`src/rtl/ram_march_bist_if.sv`:
```
// RAM-side bus of the March C- BIST initiator: the word-addressed DFFRAM
// macro port (EN, byte WE, A, Di, Do).
//   master : BIST side, drives EN/WE/A/Di and samples Do
//   slave  : RAM side, samples EN/WE/A/Di and drives Do
// Do returns the word addressed by a read cycle (EN=1, WE=0) one clock later.
interface ram_march_bist_if #(
  parameter int AW = 13
);
  logic          EN;
  logic [3:0]    WE;
  logic [AW-1:0] A;
  logic [31:0]   Di;
  logic [31:0]   Do;

  modport master (output EN, output WE, output A, output Di, input Do);
  modport slave  (input EN, input WE, input A, input Di, output Do);
endinterface

```
`src/rtl/ram_march_bist.sv`:
```
// March C- built-in self-test initiator for a DFFRAM macro.
// On an accepted start the RAM is walked through
//   M0 up   w(BG)
//   M1 up   r(BG)  w(~BG)
//   M2 up   r(~BG) w(BG)
//   M3 down r(BG)  w(~BG)
//   M4 down r(~BG) w(BG)
//   M5 down r(BG)
// and every read is compared against the expected background. The first
// mismatch ends the run and is captured in fail_addr/fail_exp/fail_got.
// Ports:
//   CLK, RST      clock and asynchronous active-high reset
//   start         level request, accepted only in IDLE or DONE
//   busy          high while a march element is running
//   done          high from completion until the next accepted start
//   pass          valid with done; 1 means every read matched
//   fail_addr/exp/got  first mismatch address, expected word, read word
//   ram           RAM bus (master modport), decoded combinationally from
//                 the state register so an asynchronous reset drops EN/WE
//                 at once
module ram_march_bist #(
  parameter int          AW    = 13,
  parameter int          DEPTH = 6144,
  parameter logic [31:0] BG    = 32'h0000_0000
) (
  input  logic                CLK,
  input  logic                RST,
  input  logic                start,
  output logic                busy,
  output logic                done,
  output logic                pass,
  output logic [AW-1:0]       fail_addr,
  output logic [31:0]         fail_exp,
  output logic [31:0]         fail_got,
  ram_march_bist_if.master    ram
);

  localparam logic [AW-1:0] LAST = AW'(DEPTH - 1);
  localparam logic [AW-1:0] ZERO = '0;
  localparam logic [AW-1:0] ONE  = AW'(1);

  typedef enum logic [3:0] {
    IDLE,
    M0,
    M1,
    M2,
    M3,
    M4,
    M5,
    DONE
  } state_t;

  state_t        state, state_n;
  logic [AW-1:0] addr, addr_n;
  logic          ph_c, ph_c_n;     // 0: read cycle R, 1: compare/write cycle C
  logic          pass_n;
  logic [AW-1:0] fail_addr_n;
  logic [31:0]   fail_exp_n;
  logic [31:0]   fail_got_n;

  logic          en_c;
  logic [3:0]    we_c;
  logic [AW-1:0] a_c;
  logic [31:0]   di_c;

  // Background each read element expects to find.
  function automatic logic [31:0] read_exp(input state_t s);
    case (s)
      M2, M4:  read_exp = ~BG;
      default: read_exp = BG;
    endcase
  endfunction

  // Value written in the C cycle of M1..M4 (M0 writes BG in its only cycle).
  function automatic logic [31:0] write_val(input state_t s);
    case (s)
      M1, M3:  write_val = ~BG;
      default: write_val = BG;
    endcase
  endfunction

  function automatic logic is_down(input state_t s);
    is_down = (s == M3) || (s == M4) || (s == M5);
  endfunction

  // Element that follows s once its last address completes.
  function automatic state_t next_elem(input state_t s);
    case (s)
      M0:      next_elem = M1;
      M1:      next_elem = M2;
      M2:      next_elem = M3;
      M3:      next_elem = M4;
      M4:      next_elem = M5;
      default: next_elem = DONE;
    endcase
  endfunction

  function automatic logic words_differ(input logic [31:0] got,
                                        input logic [31:0] exp);
    words_differ = (got != exp);
  endfunction

  // Registered state
  always_ff @(posedge CLK or posedge RST) begin
    if (RST) begin
      state     <= IDLE;
      addr      <= '0;
      ph_c      <= 1'b0;
      pass      <= 1'b0;
      fail_addr <= '0;
      fail_exp  <= '0;
      fail_got  <= '0;
    end else begin
      state     <= state_n;
      addr      <= addr_n;
      ph_c      <= ph_c_n;
      pass      <= pass_n;
      fail_addr <= fail_addr_n;
      fail_exp  <= fail_exp_n;
      fail_got  <= fail_got_n;
    end
  end

  // Next-state, address walk and comparison
  always_comb begin
    state_n     = state;
    addr_n      = addr;
    ph_c_n      = ph_c;
    pass_n      = pass;
    fail_addr_n = fail_addr;
    fail_exp_n  = fail_exp;
    fail_got_n  = fail_got;

    case (state)
      IDLE, DONE: begin
        if (start) begin
          state_n     = M0;
          addr_n      = '0;
          ph_c_n      = 1'b0;
          pass_n      = 1'b0;
          fail_addr_n = '0;
          fail_exp_n  = '0;
          fail_got_n  = '0;
        end
      end

      M0: begin
        if (addr == LAST) begin
          state_n = M1;
          addr_n  = '0;
        end else begin
          addr_n = addr + ONE;
        end
      end

      M1, M2, M3, M4, M5: begin
        if (!ph_c) begin
          ph_c_n = 1'b1;
        end else if (words_differ(ram.Do, read_exp(state))) begin
          // First failure ends the run; the write already on the bus
          // in this cycle still lands in the RAM.
          state_n     = DONE;
          ph_c_n      = 1'b0;
          pass_n      = 1'b0;
          fail_addr_n = addr;
          fail_exp_n  = read_exp(state);
          fail_got_n  = ram.Do;
        end else begin
          ph_c_n = 1'b0;
          if (is_down(state) ? (addr == ZERO) : (addr == LAST)) begin
            state_n = next_elem(state);
            // M3..M5 all start from the top address; M1/M2 from zero.
            addr_n  = (next_elem(state) == M2) ? ZERO : LAST;
            if (state == M5) begin
              addr_n = '0;
              pass_n = 1'b1;
            end
          end else begin
            addr_n = is_down(state) ? (addr - ONE) : (addr + ONE);
          end
        end
      end

      default: begin
        state_n = IDLE;
        addr_n  = '0;
        ph_c_n  = 1'b0;
      end
    endcase
  end

  // RAM bus decode; every field is zero outside the march elements.
  always_comb begin
    en_c = 1'b0;
    we_c = 4'h0;
    a_c  = '0;
    di_c = '0;

    case (state)
      M0: begin
        en_c = 1'b1;
        we_c = 4'hF;
        a_c  = addr;
        di_c = BG;
      end
      M1, M2, M3, M4: begin
        en_c = 1'b1;
        a_c  = addr;
        if (ph_c) begin
          we_c = 4'hF;
          di_c = write_val(state);
        end
      end
      M5: begin
        en_c = !ph_c;
        a_c  = addr;
      end
      default: ;
    endcase
  end

  assign ram.EN = en_c;
  assign ram.WE = we_c;
  assign ram.A  = a_c;
  assign ram.Di = di_c;

  assign busy = (state == M0) || (state == M1) || (state == M2) ||
                (state == M3) || (state == M4) || (state == M5);
  assign done = (state == DONE);

endmodule

```
`src/flat_wrapper.sv`:
```
// flat-port wrapper written by rule: the top's interface ports become plain ports
module ram_march_bist_flat 
#(
  parameter int          AW    = 13,
  parameter int          DEPTH = 6144,
  parameter logic [31:0] BG    = 32'h0000_0000
)
  (CLK, RST, start, busy, done, pass, fail_addr, fail_exp, fail_got, ram_EN, ram_WE, ram_A, ram_Di, ram_Do);
  ram_march_bist_if #(.AW(AW)) ram_i ();
  input  logic CLK;
  input  logic RST;
  input  logic start;
  output logic busy;
  output logic done;
  output logic pass;
  output logic [AW-1:0] fail_addr;
  output logic [31:0] fail_exp;
  output logic [31:0] fail_got;
  output wire logic [$bits(ram_i.EN)-1:0] ram_EN;
  output wire logic [$bits(ram_i.WE)-1:0] ram_WE;
  output wire logic [$bits(ram_i.A)-1:0] ram_A;
  output wire logic [$bits(ram_i.Di)-1:0] ram_Di;
  input wire logic [$bits(ram_i.Do)-1:0] ram_Do;
  assign ram_EN = ram_i.EN;
  assign ram_WE = ram_i.WE;
  assign ram_A = ram_i.A;
  assign ram_Di = ram_i.Di;
  assign ram_i.Do = ram_Do;
  ram_march_bist #(.AW(AW), .DEPTH(DEPTH), .BG(BG)) u_core (.CLK(CLK), .RST(RST), .start(start), .busy(busy), .done(done), .pass(pass), .fail_addr(fail_addr), .fail_exp(fail_exp), .fail_got(fail_got), .ram(ram_i));
endmodule
```
`config.mk`:
```
export PLATFORM = sky130hd
export DESIGN_NAME = ram_march_bist_flat
export DESIGN_NICKNAME = d
export VERILOG_FILES = /design/src/rtl/ram_march_bist_if.sv /design/src/rtl/ram_march_bist.sv /design/src/flat_wrapper.sv
export SDC_FILE = /design/constraint.sdc
export NUM_CORES = 1
export LEC_CHECK = 0
export BUFFER_PORTS_ARGS = -buffer_cell sky130_fd_sc_hd__buf_2
export CORE_MARGIN = 5
export CORE_UTILIZATION = 45
export DETAILED_ROUTE_END_ITERATION = 10
export PLACE_DENSITY = 0.77
export SLEW_MARGIN = 20
export SYNTH_ARGS = -nofsm -noshare
export SYNTH_HDL_FRONTEND = slang
export SYNTH_SLANG_ARGS = --single-unit
```
`constraint.sdc`:
```
create_clock -name CLK -period 2.15 [get_ports CLK]
set_input_delay 0.3225 -clock CLK [delete_from_list [all_inputs] [get_ports CLK]]
set_output_delay 0.3225 -clock CLK [all_outputs]
set_load 0.02 [all_outputs]
```
==> impl_metrics.json <==
{
  "port_buffers": 164,
  "grt_max_degree": 42,
  "overflow": 0,
  "grt_usage": 0.233,
  "netSwitchingFraction": 0.390,
  "cts_htree_levels": 3,
  "end_kind": "register",
  "min_path_type": "input port to asynchronous set/reset pin",
  "crit_type": "register to register",
  "setup_ws_ns": -0.0692,
  "vdd_drop_max_mv": 0.567,
  "seq_area_frac_synth": 0.366,
  "power_density_mw_per_mm2": 757,
  "routed_wl_um": 16000,
  "die_width_um": 109,
  "grt_pass1_wl_um": 21800,
  "ys_top_cells_by_area": "dfrtp_1 37%, buf_4 12%, a22o_1 7.8%",
  "final.setup_skew_ns": 0.0110,
  "comb_power_share": 0.504,
  "final_common_cell": "buf_2",
  "async_reset_ff_frac": 1.00,
  "wl_per_cell_um": 19.6,
  "syn_area_mm2": 0.00438,
  "drc": 0,
  "worst_pin_slew_ns": 0.677,
  "violations": "negative setup slack",
  "clk_pin_slew_worst_paths_ns": 0.08,
  "fin_area_mm2": 0.00638,
  "vias": 4695,
  "arrival_ns": 2.44,
  "diodes": 0,
  "layout_common_cells": "164 x buf_2, 86 x buf_4, 60 x dfrtp_1, 39 x a22o_1, 32 x nand2_1",
  "die_h_um": 109,
  "ctsRootBufferMaster": "clkbuf_8",
  "worstRegToRegCells": 10,
  "die-area_mm2": 0.0118,
  "fin_crit_ns": 2.22,
  "post-synth-top-area-fraction": 0.366,
  "gp_congestion": 0.965,
  "p_int_uw": 2950,
  "clk_path_buf_depth": 2,
  "setup_violations": 18,
  "slew_viol_final": 0,
  "reg2reg_slack_ns": -0.07,
  "synth_edf_count": 0,
  "layout.nets": 715,
  "outcome": "finished, violations left",
  "hold_ws_ns": 0.00377,
  "clock-sinks": 64,
  "avgSynthCellArea_um2": 9.08,
  "drt_iter0_drc": 505,
  "hpwl_um": 10600,
  "p_clk_frac": 0.223,
  "rows": 36,
  "timing.fmax_mhz": 451,
  "relSlewSlack": 0.548,
  "rsz0062_at_grt": "yes",
  "post-route-period-util": 1.03,
  "synth_seq_cells": 64,
  "start_util": 0.454,
  "antenna_found_initial": 0,
  "yosysWarnings": 0,
  "cts_hold_buf": 0,
  "p_switching_uw": 1890,
  "syn_nets": 519,
  "ios": 165,
  "path_max_fanout": 6,
  "yosysTopAreaCell": "dfrtp_1",
  "fill_cells": 754,
  "cts_buffers": 9,
  "place_area_mm2": 0.00541,
  "hold_violations": 0,
  "ant_nets": 0,
  "area_growth_pct": 45.9,
  "cts_tree": "built",
  "cp.required_ns": 2.37,
  "ys_types": 68,
  "clock_latency_ns": 0.35,
  "first_pass_iters": 5,
  "p_seq_frac": 0.273,
  "synthFlopType": "dfrtp_1",
  "drive_above_1_share": 0.564,
  "core-area_mm2": 0.00964,
  "viasPerCell": 5.75,
  "p_leak_uw": 0.00326,
  "synthCells": 482,
  "grt_pass1_vias": 4205,
  "cp-start-kind": "register",
  "maxCapViolations": 0
}
-- worst max-delay path: stages (launching register included) --
cell and delay (ns):
dfrtp_2 0.45, inv_2 0.10, ha_4 0.14, or3b_4 0.41, nor4_4 0.23, buf_6 0.16, nor2_4 0.05, o221ai_4 0.20
a2111oi_2 0.09, nor3_1 0.20, o21ai_1 0.08
-- stage by stage --
step / worst slack [ns] / TNS, ns / utilization / cells / power [µW]
5_1_grt: -0.151 / -2.63 / 0.662 / 816 / 5060
4_1_cts: -0.0512 / -0.123 / 0.600 / 796 / 4390
2_1_floorplan: 0.000905 / 0 / - / 482 / 2380
3_5_place_dp: -0.143 / -6.42 / 0.562 / 772 / 3190
6_report: -0.0692 / -0.453 / 0.662 / 816 / 4830
3_3_place_gp: -0.166 / -6.64 / 0.562 / 772 / 3170
-- cells by family (layout without fill, tap and decap cells) --
logic type / count (synthesis) / after routing / share of synthesized area
AOI/OAI and AO/OA: 144 / 145 / 0.246
DFF: 64 / 64 / 0.366
buffers and inverters: 109 / 308 / 0.174
adders and majority gates: 2 / 2 / 0.00572
and+or+nand+nor: 155 / 156 / 0.192
muxes: 3 / 3 / 0.00686
xor gates and xnor gates: 5 / 5 / 0.0100
-- layer usage --
layer	up-vias	GRT usage	share of wire
met1	2242	0.308	0.40
met2	276	0.374	0.48
li1	2123	-	-
met3	54	0.0501	0.086
met5	-	0	0
met4	0	0.0893	0.032
-- cell usage after synthesis (all sizes together) (4+ instances only) --
cell type   n
buf        88
dfrtp      64
a22o       45
nand2      37
o21ai      30
nor2       28
a21oi      24
nand3      16
nor4       16
nor3       15
nand4      13
and2       12
clkbuf     10
inv        10
a211oi      4
and3        4
o31ai       4
-- flip-flops by register name (all words and copies together) (netlist names) --
register	flops
u_core.fail_addr	13
u_core.addr	13
u_core.ph_c	1
u_core.state	3
u_core.pass	1
u_core.fail_exp	1
u_core.fail_got	32
-- power by group through the flow --
stage          Combinational, µW  Clock (µW)  Sequential, µW
3_5_place_dp                1850           0            1330
5_1_grt                     2580        1150            1320
3_3_place_gp                1840           0            1330
4_1_cts                     1990        1090            1310
6_report                    2440        1080            1320
2_1_floorplan               1070           0            1310
-- timing repair --
action	in CTS	in global routing
resized for setup	23	83
pin swaps	10	36
setup endpoints to repair	31	75
buffers inserted	7	7
cloned	1	13
-- area by class of cell --
cell class	count	area, µm²	area share
multi-input combinational	311	2380	0.374
tap	133	166	0.0261
inverter	11	43.8	0.00686
clock buffer	10	138	0.0216
timing repair buffer	281	1980	0.310
clock inverter	6	67.6	0.0106
sequential	64	1610	0.252
-- worst paths after layout --
kind	from	end
max	u_core.addr[0]	u_core.addr[9]
min	RST	u_core.fail_addr[0]
max reg2reg	u_core.addr[0]	u_core.addr[9]
min reg2reg	u_core.fail_got[31]	u_core.fail_got[31]
max in group asynchronous	RST	u_core.addr[2]
min in group CLK	ram_Do[12]	u_core.fail_got[12]
Power figures use the tool's default switching activity.
